<file path="config.mk">
export PLATFORM = sky130hd
export DESIGN_NAME = decoded_inst_queue
export DESIGN_NICKNAME = d
export VERILOG_FILES = /design/src/rtl/decode_pkg.sv /design/src/rtl/decoded_inst_queue_ram.sv /design/src/rtl/decoded_inst_queue.sv
export SDC_FILE = /design/constraint.sdc
export NUM_CORES = 2
export LEC_CHECK = 0
export ABC_CLOCK_PERIOD_IN_PS = 43700
export BUFFER_PORTS_ARGS = -buffer_cell sky130_fd_sc_hd__buf_2
export CAP_MARGIN = 25
export CELL_PAD_IN_SITES_DETAIL_PLACEMENT = 1
export CELL_PAD_IN_SITES_GLOBAL_PLACEMENT = 2
export CORE_MARGIN = 5
export CORE_UTILIZATION = 35
export DETAILED_ROUTE_END_ITERATION = 8
export PLACE_DENSITY_LB_ADDON = 0.1
export SYNTH_ARGS = -nofsm -noshare
export SYNTH_HDL_FRONTEND = slang
export SYNTH_SLANG_ARGS = --single-unit
</file>
<file path="constraint.sdc">
create_clock -name clock_i -period 43.7 [get_ports clock_i]
set_input_delay 8.74 -clock clock_i [delete_from_list [all_inputs] [get_ports clock_i]]
set_output_delay 8.74 -clock clock_i [all_outputs]
set_load 0.1 [all_outputs]
</file>
<file path="src/rtl/decode_pkg.sv">
// Shared decode definitions: operand/field width constants and the packed decoded-instruction
// entry used by the Decode_Unit output mux, the decoded instruction queue and dispatch.
package decode_pkg;

   localparam int unsigned addressWidth            = 64;
   localparam int unsigned opcodeSize              = 6;
   localparam int unsigned funcUnitCodeSize        = 3;
   localparam int unsigned instructionCounterWidth = 64;
   localparam int unsigned instMinIdWidth          = 4;
   localparam int unsigned PidSize                 = 20;
   localparam int unsigned TidSize                 = 16;
   localparam int unsigned regAccessPatternSize    = 2;
   localparam int unsigned bodyWidth               = 84;

   // op_rw[0] / op_is_reg[0] belong to operand 1.
   typedef struct packed {
      logic [opcodeSize-1:0]                       opcode;
      logic [addressWidth-1:0]                     address;
      logic [funcUnitCodeSize-1:0]                 func_unit;
      logic [instructionCounterWidth-1:0]          maj_id;
      logic [instMinIdWidth-1:0]                   min_id;
      logic                                        is_64bit;
      logic [PidSize-1:0]                          pid;
      logic [TidSize-1:0]                          tid;
      logic [3:0][regAccessPatternSize-1:0]        op_rw;
      logic [3:0]                                  op_is_reg;
      logic [bodyWidth-1:0]                        body;
   } decoded_inst_t;

   localparam int unsigned DecodedInstWidth = $bits(decoded_inst_t);

endpackage

</file>
<file path="src/rtl/decoded_inst_queue_ram.sv">
// Entry storage for the decoded instruction queue.
// Ports: clk (clock), wr_en/wr_addr/wr_data (synchronous write port),
//        rd_addr/rd_data (combinational read port).
module decoded_inst_queue_ram #(
   parameter int unsigned Depth = 8,
   parameter int unsigned Width = 274
) (
   input  logic                     clk,
   input  logic                     wr_en,
   input  logic [$clog2(Depth)-1:0] wr_addr,
   input  logic [Width-1:0]         wr_data,
   input  logic [$clog2(Depth)-1:0] rd_addr,
   output logic [Width-1:0]         rd_data
);

   logic [Width-1:0] mem [Depth];

   always_ff @(posedge clk) begin
      if (wr_en) begin
         mem[wr_addr] <= wr_data;
      end
   end

   assign rd_data = mem[rd_addr];

endmodule

</file>
<file path="src/rtl/decoded_inst_queue.sv">
// Decoded instruction queue: circular FIFO between decode and dispatch/rename. Generates an early
// stall to decode once occupancy leaves only skidSlots free entries, so the decode in-flight
// instructions still fit. Full flush on redirect.
// Ports: clock_i, reset_i (sync, active-low), flush_i; enable_i + decoded fields (*_i) push an
// entry; valid_o + head fields (*_o) + dispatchReady_i form the dispatch handshake; stall_o,
// overflow_o (sticky dropped push), count_o (occupancy).
// Optional: define DECODED_QUEUE_PERF_EN to add saturating pushCount_o, popCount_o and
// stallCycles_o counters (cleared by reset only).
module decoded_inst_queue #(
   parameter int unsigned addressWidth            = decode_pkg::addressWidth,
   parameter int unsigned opcodeSize              = decode_pkg::opcodeSize,
   parameter int unsigned funcUnitCodeSize        = decode_pkg::funcUnitCodeSize,
   parameter int unsigned instructionCounterWidth = decode_pkg::instructionCounterWidth,
   parameter int unsigned instMinIdWidth          = decode_pkg::instMinIdWidth,
   parameter int unsigned PidSize                 = decode_pkg::PidSize,
   parameter int unsigned TidSize                 = decode_pkg::TidSize,
   parameter int unsigned regAccessPatternSize    = decode_pkg::regAccessPatternSize,
   parameter int unsigned bodyWidth               = decode_pkg::bodyWidth,
   parameter int unsigned queueDepth              = 8,
   parameter int unsigned skidSlots               = 3
) (
   input  logic                               clock_i,
   input  logic                               reset_i,
   input  logic                               flush_i,
   input  logic                               enable_i,
   input  logic [opcodeSize-1:0]              opcode_i,
   input  logic [addressWidth-1:0]            address_i,
   input  logic [funcUnitCodeSize-1:0]        funcUnitType_i,
   input  logic [instructionCounterWidth-1:0] majID_i,
   input  logic [instMinIdWidth-1:0]          minID_i,
   input  logic                               is64Bit_i,
   input  logic [PidSize-1:0]                 pid_i,
   input  logic [TidSize-1:0]                 tid_i,
   input  logic [regAccessPatternSize-1:0]    op1rw_i,
   input  logic [regAccessPatternSize-1:0]    op2rw_i,
   input  logic [regAccessPatternSize-1:0]    op3rw_i,
   input  logic [regAccessPatternSize-1:0]    op4rw_i,
   input  logic                               op1IsReg_i,
   input  logic                               op2IsReg_i,
   input  logic                               op3IsReg_i,
   input  logic                               op4IsReg_i,
   input  logic [bodyWidth-1:0]               body_i,
   output logic                               stall_o,
   output logic                               overflow_o,
   output logic                               valid_o,
   input  logic                               dispatchReady_i,
   output logic [opcodeSize-1:0]              opcode_o,
   output logic [addressWidth-1:0]            address_o,
   output logic [funcUnitCodeSize-1:0]        funcUnitType_o,
   output logic [instructionCounterWidth-1:0] majID_o,
   output logic [instMinIdWidth-1:0]          minID_o,
   output logic                               is64Bit_o,
   output logic [PidSize-1:0]                 pid_o,
   output logic [TidSize-1:0]                 tid_o,
   output logic [regAccessPatternSize-1:0]    op1rw_o,
   output logic [regAccessPatternSize-1:0]    op2rw_o,
   output logic [regAccessPatternSize-1:0]    op3rw_o,
   output logic [regAccessPatternSize-1:0]    op4rw_o,
   output logic                               op1IsReg_o,
   output logic                               op2IsReg_o,
   output logic                               op3IsReg_o,
   output logic                               op4IsReg_o,
   output logic [bodyWidth-1:0]               body_o,
   output logic [$clog2(queueDepth):0]        count_o
`ifdef DECODED_QUEUE_PERF_EN
   ,
   output logic [31:0]                        pushCount_o,
   output logic [31:0]                        popCount_o,
   output logic [31:0]                        stallCycles_o
`endif
);

   localparam int unsigned PtrWidth   = $clog2(queueDepth);
   localparam int unsigned CntWidth   = PtrWidth + 1;
   localparam int unsigned EntryWidth = opcodeSize + addressWidth + funcUnitCodeSize +
                                        instructionCounterWidth + instMinIdWidth + 1 + PidSize +
                                        TidSize + 4 * regAccessPatternSize + 4 + bodyWidth;

   logic [PtrWidth-1:0]   rd_ptr_q, wr_ptr_q;
   logic [CntWidth-1:0]   count_q, count_d;
   logic                  stall_q, overflow_q;
   logic                  push, pop, valid;
   logic [EntryWidth-1:0] wr_entry, rd_entry, head;

   assign valid = (count_q != '0);
   assign pop   = valid & dispatchReady_i;
   // A full queue still accepts a push when the head leaves in the same cycle.
   assign push  = enable_i & ((count_q < CntWidth'(queueDepth)) | pop);

   always_comb begin
      count_d = count_q;
      case ({push, pop})
         2'b10:   count_d = count_q + CntWidth'(1);
         2'b01:   count_d = count_q - CntWidth'(1);
         default: count_d = count_q;
      endcase
   end

   always_ff @(posedge clock_i) begin
      if (!reset_i) begin
         rd_ptr_q   <= '0;
         wr_ptr_q   <= '0;
         count_q    <= '0;
         stall_q    <= 1'b0;
         overflow_q <= 1'b0;
      end else if (flush_i) begin
         rd_ptr_q <= '0;
         wr_ptr_q <= '0;
         count_q  <= '0;
         stall_q  <= 1'b0;
      end else begin
         if (push) wr_ptr_q <= wr_ptr_q + PtrWidth'(1);
         if (pop)  rd_ptr_q <= rd_ptr_q + PtrWidth'(1);
         count_q <= count_d;
         stall_q <= (count_d >= CntWidth'(queueDepth - skidSlots));
         if (enable_i && !push) overflow_q <= 1'b1;
      end
   end

   assign wr_entry = {opcode_i, address_i, funcUnitType_i, majID_i, minID_i, is64Bit_i, pid_i,
                      tid_i, op4rw_i, op3rw_i, op2rw_i, op1rw_i,
                      op4IsReg_i, op3IsReg_i, op2IsReg_i, op1IsReg_i, body_i};

   decoded_inst_queue_ram #(
      .Depth (queueDepth),
      .Width (EntryWidth)
   ) u_ram (
      .clk     (clock_i),
      .wr_en   (push & ~flush_i & reset_i),
      .wr_addr (wr_ptr_q),
      .wr_data (wr_entry),
      .rd_addr (rd_ptr_q),
      .rd_data (rd_entry)
   );

   // Stale storage must not leak onto the head fields while empty.
   assign head = valid ? rd_entry : '0;

   assign {opcode_o, address_o, funcUnitType_o, majID_o, minID_o, is64Bit_o, pid_o,
           tid_o, op4rw_o, op3rw_o, op2rw_o, op1rw_o,
           op4IsReg_o, op3IsReg_o, op2IsReg_o, op1IsReg_o, body_o} = head;

   assign valid_o    = valid;
   assign stall_o    = stall_q;
   assign overflow_o = overflow_q;
   assign count_o    = count_q;

`ifdef DECODED_QUEUE_PERF_EN
   logic [31:0] push_cnt_q, pop_cnt_q, stall_cnt_q;

   always_ff @(posedge clock_i) begin
      if (!reset_i) begin
         push_cnt_q  <= '0;
         pop_cnt_q   <= '0;
         stall_cnt_q <= '0;
      end else begin
         if (push && !flush_i && push_cnt_q != '1) push_cnt_q  <= push_cnt_q + 32'd1;
         if (pop && !flush_i && pop_cnt_q != '1)   pop_cnt_q   <= pop_cnt_q + 32'd1;
         if (stall_q && stall_cnt_q != '1)         stall_cnt_q <= stall_cnt_q + 32'd1;
      end
   end

   assign pushCount_o   = push_cnt_q;
   assign popCount_o    = pop_cnt_q;
   assign stallCycles_o = stall_cnt_q;
`endif

endmodule

</file>
# Yosys cells after proc, flatten, opt, wreduce, memory -nomap -nowiden
# Memory sizes are Yosys's and may differ from the RTL's. A register that Yosys moved wholly into a read port is not among the register bits.
# Cells that the tools add are included.
# Widths: inputs -> output; s select.
# totals
ram_bits	2192
inputBits	279
output_inout_bits	281
memories	1
elab_cells	32
reg_bits	12
# memory_table
name	words	width	read_ports	rd_clocked_by_memory_dff	write_ports	line	source
u_ram.mem	8	274	1	1	1	decoded_inst_queue_ram.sv:16	logic [Width-1:0] mem [Depth];
# classes
reduce_logical	5
n_eq_ne	2
bitwise	7
mux	6
add_sub_neg	4
order_cmp	2
# ops
operator	n
$mux 274	1
$pmux 4 s2	1
$add 3x1->3 const B	2
$mux 3	2
$add 4x1->4 const B	1
$and 1x1->1	4
$ge 4x3->1 const B	1
$lt 4x4->1 const B	1
$reduce_bool 4->1	1
$sub 4x1->4 const B	1
$eq 2x1->1 const B	1
$eq 2x2->1 const B	1
$mux 1	2
$not 1->1	2
$reduce_and 2->1	1
$reduce_or 2->1	1
$logic_and 1x1->1	1
$logic_not 1->1	1
$or 1x1->1	1

# Depth between registers and ports, before layout
# logic_depth
ltp_word	8
ltp_mapped	13
mapped_depth_nobuf	11

# By module
# Synthesis repeated with hierarchy kept, for this count alone.
# unflattened
cells_unflattened	3550
area_unflattened_um2	84807.6
# modules_own_cells
mod	cells_per_inst	instances	seq_area_each_um2	area_each_um2
decoded_inst_queue_ram	3179	1	65823.1	82351.5
decoded_inst_queue	371	1	240.2	2456.1

# Worst setup path before layout
# Ideal clock, no wire load.
# synth_path
path_kind	input to register
from	in dispatchReady_i
to	mem u_ram.mem[0][0], enable pin
arrival_ps	35084
t_required_ps	42123
setup_time_ps	1577
setup_slack_ps	7039
path_stages	4
path_cell_list	nand2b_1 nand2_1 or2_2 nor4_1
# synth_via
elab_chain_cells	7
# synth_lines
element	line	source
start: declaration	decoded_inst_queue.sv:46	input logic dispatchReady_i,
$and 1x1->1	decoded_inst_queue.sv:86	assign pop = valid & dispatchReady_i;
$or 1x1->1	decoded_inst_queue.sv:88	assign push = enable_i & ((count_q < CntWidth'(queueDepth)) | pop);
$and 1x1->1	decoded_inst_queue.sv:88	
$and 1x1->1 (2 in a row)	decoded_inst_queue.sv:129	.wr_en (push & ~flush_i & reset_i),
$mux 1	decoded_inst_queue_ram.sv:19	if (wr_en) begin
$mux 1 (not written as such)	decoded_inst_queue_ram.sv:20	mem[wr_addr] <= wr_data;
end: declaration	decoded_inst_queue_ram.sv:16	
# Every way passes these cells.

==> impl_results.html <==
<table>
<tr><th>Metric</th><th>Value</th></tr>
<tr><th colspan="2">CTS</th></tr>
<tr><td>Depth of the CTS H-tree</td><td>4</td></tr>
<tr><td>Number of buffers created by CTS</td><td>239</td></tr>
<tr><td>CTS Buffer Depth</td><td>3</td></tr>
<tr><td>Clock transition time at the flip-flop clock pins of the worst setup and hold paths</td><td>60 ps</td></tr>
<tr><td>CTS sink count</td><td>2207</td></tr>
<tr><td>Clock tree from TritonCTS</td><td>done</td></tr>
<tr><td>Quantity of gates resized following cts</td><td>0</td></tr>
<tr><td>Cell chosen for the clock root</td><td>sky130_fd_sc_hd__clkbuf_16</td></tr>
<tr><td>Setup fix buffers added after clock tree synthesis</td><td>0</td></tr>
<tr><td>Clock latency at the later pin of the worst-skew pair</td><td>830 ps</td></tr>
<tr><td>Hold Buf Count CTS</td><td>0</td></tr>
<tr><th colspan="2">Timing</th></tr>
<tr><td>Transition at the pin with the smallest max-transition slack</td><td>1070 ps</td></tr>
<tr><td>Final slew viol count</td><td>0</td></tr>
<tr><td>Post-route minimum period</td><td>15460 ps</td></tr>
<tr><td>Final Skew</td><td>36.0 ps</td></tr>
<tr><td>Number of hold-slack violations in the final timing report</td><td>0</td></tr>
<tr><td>Normalized max-slew margin</td><td>28.9%</td></tr>
<tr><td>Fraction of the cycle the final worst path needs</td><td>35.4%</td></tr>
<tr><td>Fmax</td><td>0.0647 GHz</td></tr>
<tr><td>Sum Neg Setup Slack</td><td>0 ps</td></tr>
<tr><td>Final setup violation count</td><td>0</td></tr>
<tr><td>RSZ-0062 raised after global routing</td><td>false</td></tr>
<tr><th colspan="2">Routing</th></tr>
<tr><td>Count of vias placed by the detailed router</td><td>38.5k</td></tr>
<tr><td>Average wire per standard cell</td><td>27.5 µm</td></tr>
<tr><td>Remaining antenna violation count</td><td>0</td></tr>
<tr><td>Ratio of routed vias to standard cells</td><td>5.03</td></tr>
<tr><td>Number of detailed-routing iterations run before antenna repair</td><td>5</td></tr>
<tr><td>Starting DRT DRC Count</td><td>2293</td></tr>
<tr><td>Total detailed-routing wirelength</td><td>210000 µm</td></tr>
<tr><td>Drt drc</td><td>0</td></tr>
<tr><th colspan="2">Synth</th></tr>
<tr><td>Post-synthesis cell area</td><td>84000 µm²</td></tr>
<tr><td>EDFF count, synth</td><td>2192</td></tr>
<tr><td>Synth cell count leaders</td><td>sky130_fd_sc_hd__edfxtp_1 (2192), sky130_fd_sc_hd__mux4_2 (548), sky130_fd_sc_hd__nor2_1 (289)</td></tr>
<tr><td>Register area share after synthesis</td><td>78.7%</td></tr>
<tr><td>Largest area contributor in the synthesized netlist</td><td>sky130_fd_sc_hd__edfxtp_1</td></tr>
<tr><td>Dominant synthesized flop cell</td><td>sky130_fd_sc_hd__edfxtp_1</td></tr>
<tr><td>Share of Yosys cell area claimed by the top area cell type</td><td>78.3%</td></tr>
<tr><td>Average instance area after synthesis</td><td>23.6 µm²</td></tr>
<tr><td>Most used standard cell by instance count after synthesis</td><td>sky130_fd_sc_hd__edfxtp_1</td></tr>
<tr><td>Synth area leaders</td><td>sky130_fd_sc_hd__edfxtp_1 (78%), sky130_fd_sc_hd__mux4_2 (15%), sky130_fd_sc_hd__mux2i_1 (3.3%)</td></tr>
<tr><td>Count of different cell masters after synthesis</td><td>30</td></tr>
<tr><td>Total nets after synthesis</td><td>3841</td></tr>
<tr><td>Number of cells produced by synthesis</td><td>3557</td></tr>
<tr><td>Number of warnings reported in the yosys synthesis log</td><td>0</td></tr>
<tr><td>Synth Register Bits</td><td>2207</td></tr>
<tr><td>Proportion of register bits with asynchronous set or reset after synthesis</td><td>0%</td></tr>
<tr><th colspan="2">Global route</th></tr>
<tr><td>Gr ovfl total</td><td>0</td></tr>
<tr><td>Maximum number of pins on one net before global-route repair</td><td>116</td></tr>
<tr><td>First-pass GRT wire length</td><td>304000 µm</td></tr>
<tr><td>GRT Total Usage</td><td>16.6%</td></tr>
<tr><td>Via count of the first global-routing pass</td><td>42.2k</td></tr>
<tr><td>Initial antenna violation count</td><td>105</td></tr>
<tr><th colspan="2">Worst setup path</th></tr>
<tr><td>Reg2Reg Depth</td><td>7</td></tr>
<tr><td>Capture instance of the worst register-to-register path</td><td>u_ram.mem[5][152]</td></tr>
<tr><td>Required time of the critical path</td><td>34960 ps</td></tr>
<tr><td>Start of the worst register-to-register path</td><td>count_o[3]</td></tr>
<tr><td>Cell repeated most along the worst path</td><td>sky130_fd_sc_hd__buf_4</td></tr>
<tr><td>FF-to-FF setup slack</td><td>39210 ps</td></tr>
<tr><td>Maximum cell stage delay along the critical path</td><td>820 ps</td></tr>
<tr><td>Standard cell with the maximum stage delay on the critical path</td><td>sky130_fd_sc_hd__buf_4</td></tr>
<tr><td>CP Max Fanout</td><td>95</td></tr>
<tr><td>Kind of end point of the critical path</td><td>output port</td></tr>
<tr><td>Arrival time of data at the critical path endpoint</td><td>6720 ps</td></tr>
<tr><td>Kind of launch point of the worst setup path</td><td>flop</td></tr>
<tr><td>Worst-path cell chain</td><td>buf_12, buf_4, buf_4, buf_4, buf_4, mux4_2, mux2i_1, nor2_1, buf_2</td></tr>
<tr><td>Kind of critical path</td><td>reg -&gt; out</td></tr>
<tr><th colspan="2">Final layout</th></tr>
<tr><td>Share of layout cells above drive strength 1</td><td>34.0%</td></tr>
<tr><td>Share of the core filled with cells in the final layout</td><td>41.0%</td></tr>
<tr><td>Final net count</td><td>4529</td></tr>
<tr><td>Layout area overhead</td><td>16.4%</td></tr>
<tr><td>Post-route non-filler standard cell count</td><td>7642</td></tr>
<tr><td>Count of fill cells added during filler insertion</td><td>22.3k</td></tr>
<tr><th colspan="2">Min path</th></tr>
<tr><td>Worst Hold Endpoint</td><td>overflow_o</td></tr>
<tr><td>Cell depth of the worst hold path</td><td>1</td></tr>
<tr><td>Launch point of the worst hold path</td><td>overflow_o</td></tr>
<tr><td>Hold Crit Class</td><td>reg -&gt; reg</td></tr>
<tr><th colspan="2">Pwr</th></tr>
<tr><td>VDD IR-drop max</td><td>0.0311 mV</td></tr>
<tr><td>P_leak</td><td>30.4 nW</td></tr>
<tr><td>Power density relative to cell area</td><td>46.5 nW/µm²</td></tr>
<tr><th colspan="2">Die</th></tr>
<tr><td>Core footprint</td><td>239000 µm²</td></tr>
<tr><td>Number of cell rows</td><td>179</td></tr>
<tr><td>Ports placed on the boundary</td><td>560</td></tr>
<tr><td>Effective utilization at floorplan</td><td>35.2%</td></tr>
<tr><td>Die Span Y</td><td>500 µm</td></tr>
<tr><td>Area of the die</td><td>250000 µm²</td></tr>
<tr><td>Die outline width</td><td>500 µm</td></tr>
<tr><th colspan="2">Placement</th></tr>
<tr><td>Final GP Congestion</td><td>0.692</td></tr>
<tr><td>HPWL after detailed placement</td><td>113000 µm</td></tr>
<tr><td>Port buffer count</td><td>559</td></tr>
<tr><td>Total instance count after detailed placement</td><td>7170</td></tr>
<tr><th colspan="2">Run</th></tr>
<tr><td>Max-cap viol count</td><td>0</td></tr>
<tr><th colspan="2">Status</th></tr>
<tr><td>Outcome</td><td>complete, no violations</td></tr>
</table>
-- worst max-delay path by stage --
stage	from	endpoint	slack (ps)	cells after the start
6_report	flop	address_o[3]	28240	9
5_1_grt	flop	majID_o[60]	27440	9
4_1_cts	flop	address_o[3]	27750	9
3_5_place_dp	flop	address_o[3]	28720	9
3_3_place_gp	flop	address_o[3]	28780	9
2_1_floorplan	dispatchReady_i	u_ram.mem[0][0]	7040	4
-- layout by cell type, fill, tap and decap left out, types with 4 or more instances in the layout --
master                       netlist  final
sky130_fd_sc_hd__edfxtp_1       2192   2192
sky130_fd_sc_hd__buf_2            66    559
sky130_fd_sc_hd__mux4_2          548    548
sky130_fd_sc_hd__nor2_1          289    287
sky130_fd_sc_hd__mux2i_1         276    276
sky130_fd_sc_hd__clkbuf_16         0    241
sky130_fd_sc_hd__clkbuf_1         42     72
sky130_fd_sc_hd__buf_4             0     63
sky130_fd_sc_hd__clkinv_1          0     58
sky130_fd_sc_hd__clkinv_2          0     35
sky130_fd_sc_hd__diode_2           0     26
sky130_fd_sc_hd__bufinv_16         0     18
sky130_fd_sc_hd__dfxtp_1          15     12
sky130_fd_sc_hd__buf_12            0     11
sky130_fd_sc_hd__nand2_1           6      6
sky130_fd_sc_hd__xor2_1            6      6
sky130_fd_sc_hd__ha_1              5      5
sky130_fd_sc_hd__inv_6             0      5
sky130_fd_sc_hd__clkinvlp_4        0      5
sky130_fd_sc_hd__nand3_1           4      4
sky130_fd_sc_hd__nor3_2            0      4
sky130_fd_sc_hd__clkinv_8          0      4
sky130_fd_sc_hd__clkinv_16         0      4
-- metrics by stage --
step           hold slack (ps)  instance area (µm²)  total power [mW]  worst slack [ps]
5_1_grt                    524                97800              4.72             27440
4_1_cts                    490                97800              4.62             27750
3_5_place_dp               475                90200              2.66             28720
2_1_floorplan              462                84000              2.59              7040
3_3_place_gp               472                90200              2.66             28780
6_report                   480                97800              4.55             28240
-- cell type report --
class	instances	area [µm²]	share of cell area [%]
Sequential cell	2207	66100	67.6
Multi-Input combinational cell	1161	16600	16.9
Clock buffer	315	6330	6.47
Tap cell	3167	3960	4.05
Timing Repair Buffer	635	3550	3.62
Clock inverter	130	1220	1.25
Antenna cell	26	65.1	0.0665
Inverter	1	3.75	0.00384
-- layer usage --
metal	share of wire (%)	wire length, µm	global-route usage [%]	vias up
li1	-	-	-	16400
met4	2.0	4240	3.97	52
met1	44	92500	22.9	20800
met3	5.6	11700	3.84	377
met5	0.17	352	0	-
met2	48	101000	26.9	859
-- flip-flops by register name (all words and copies together) (netlist names), named ones only --
signal,count
rd_ptr_q,3
count_o,4
wr_ptr_q,3
u_ram.mem,2192
stall_o,1
overflow_o,1
-- cells by family after synthesis --
kind of cell	share of synthesized area, %
fa+ha+maj	0.0744
simple gates	1.48
mux	18.0
xor+xnor	0.0834
buf+inv	1.65
compound gates	0.0685
flops	78.7
-- critical path, delay by kind of cell, from the launching register on --
kind,cells,cell delay [ps]
buf+inv,6,3780
flops,1,800
mux,2,900
simple gates,1,80
-- power breakdown --
group / total (mW) / switching [mW] / internal, mW / leakage [nW]
clock: 1.94 / 0.819 / 1.12 / 3.66
combinational: 0.270 / 0.216 / 0.0531 / 6.84
sequential: 2.34 / 0.00309 / 2.34 / 19.9
No activity file was read; power rests on OpenSTA's default activity.
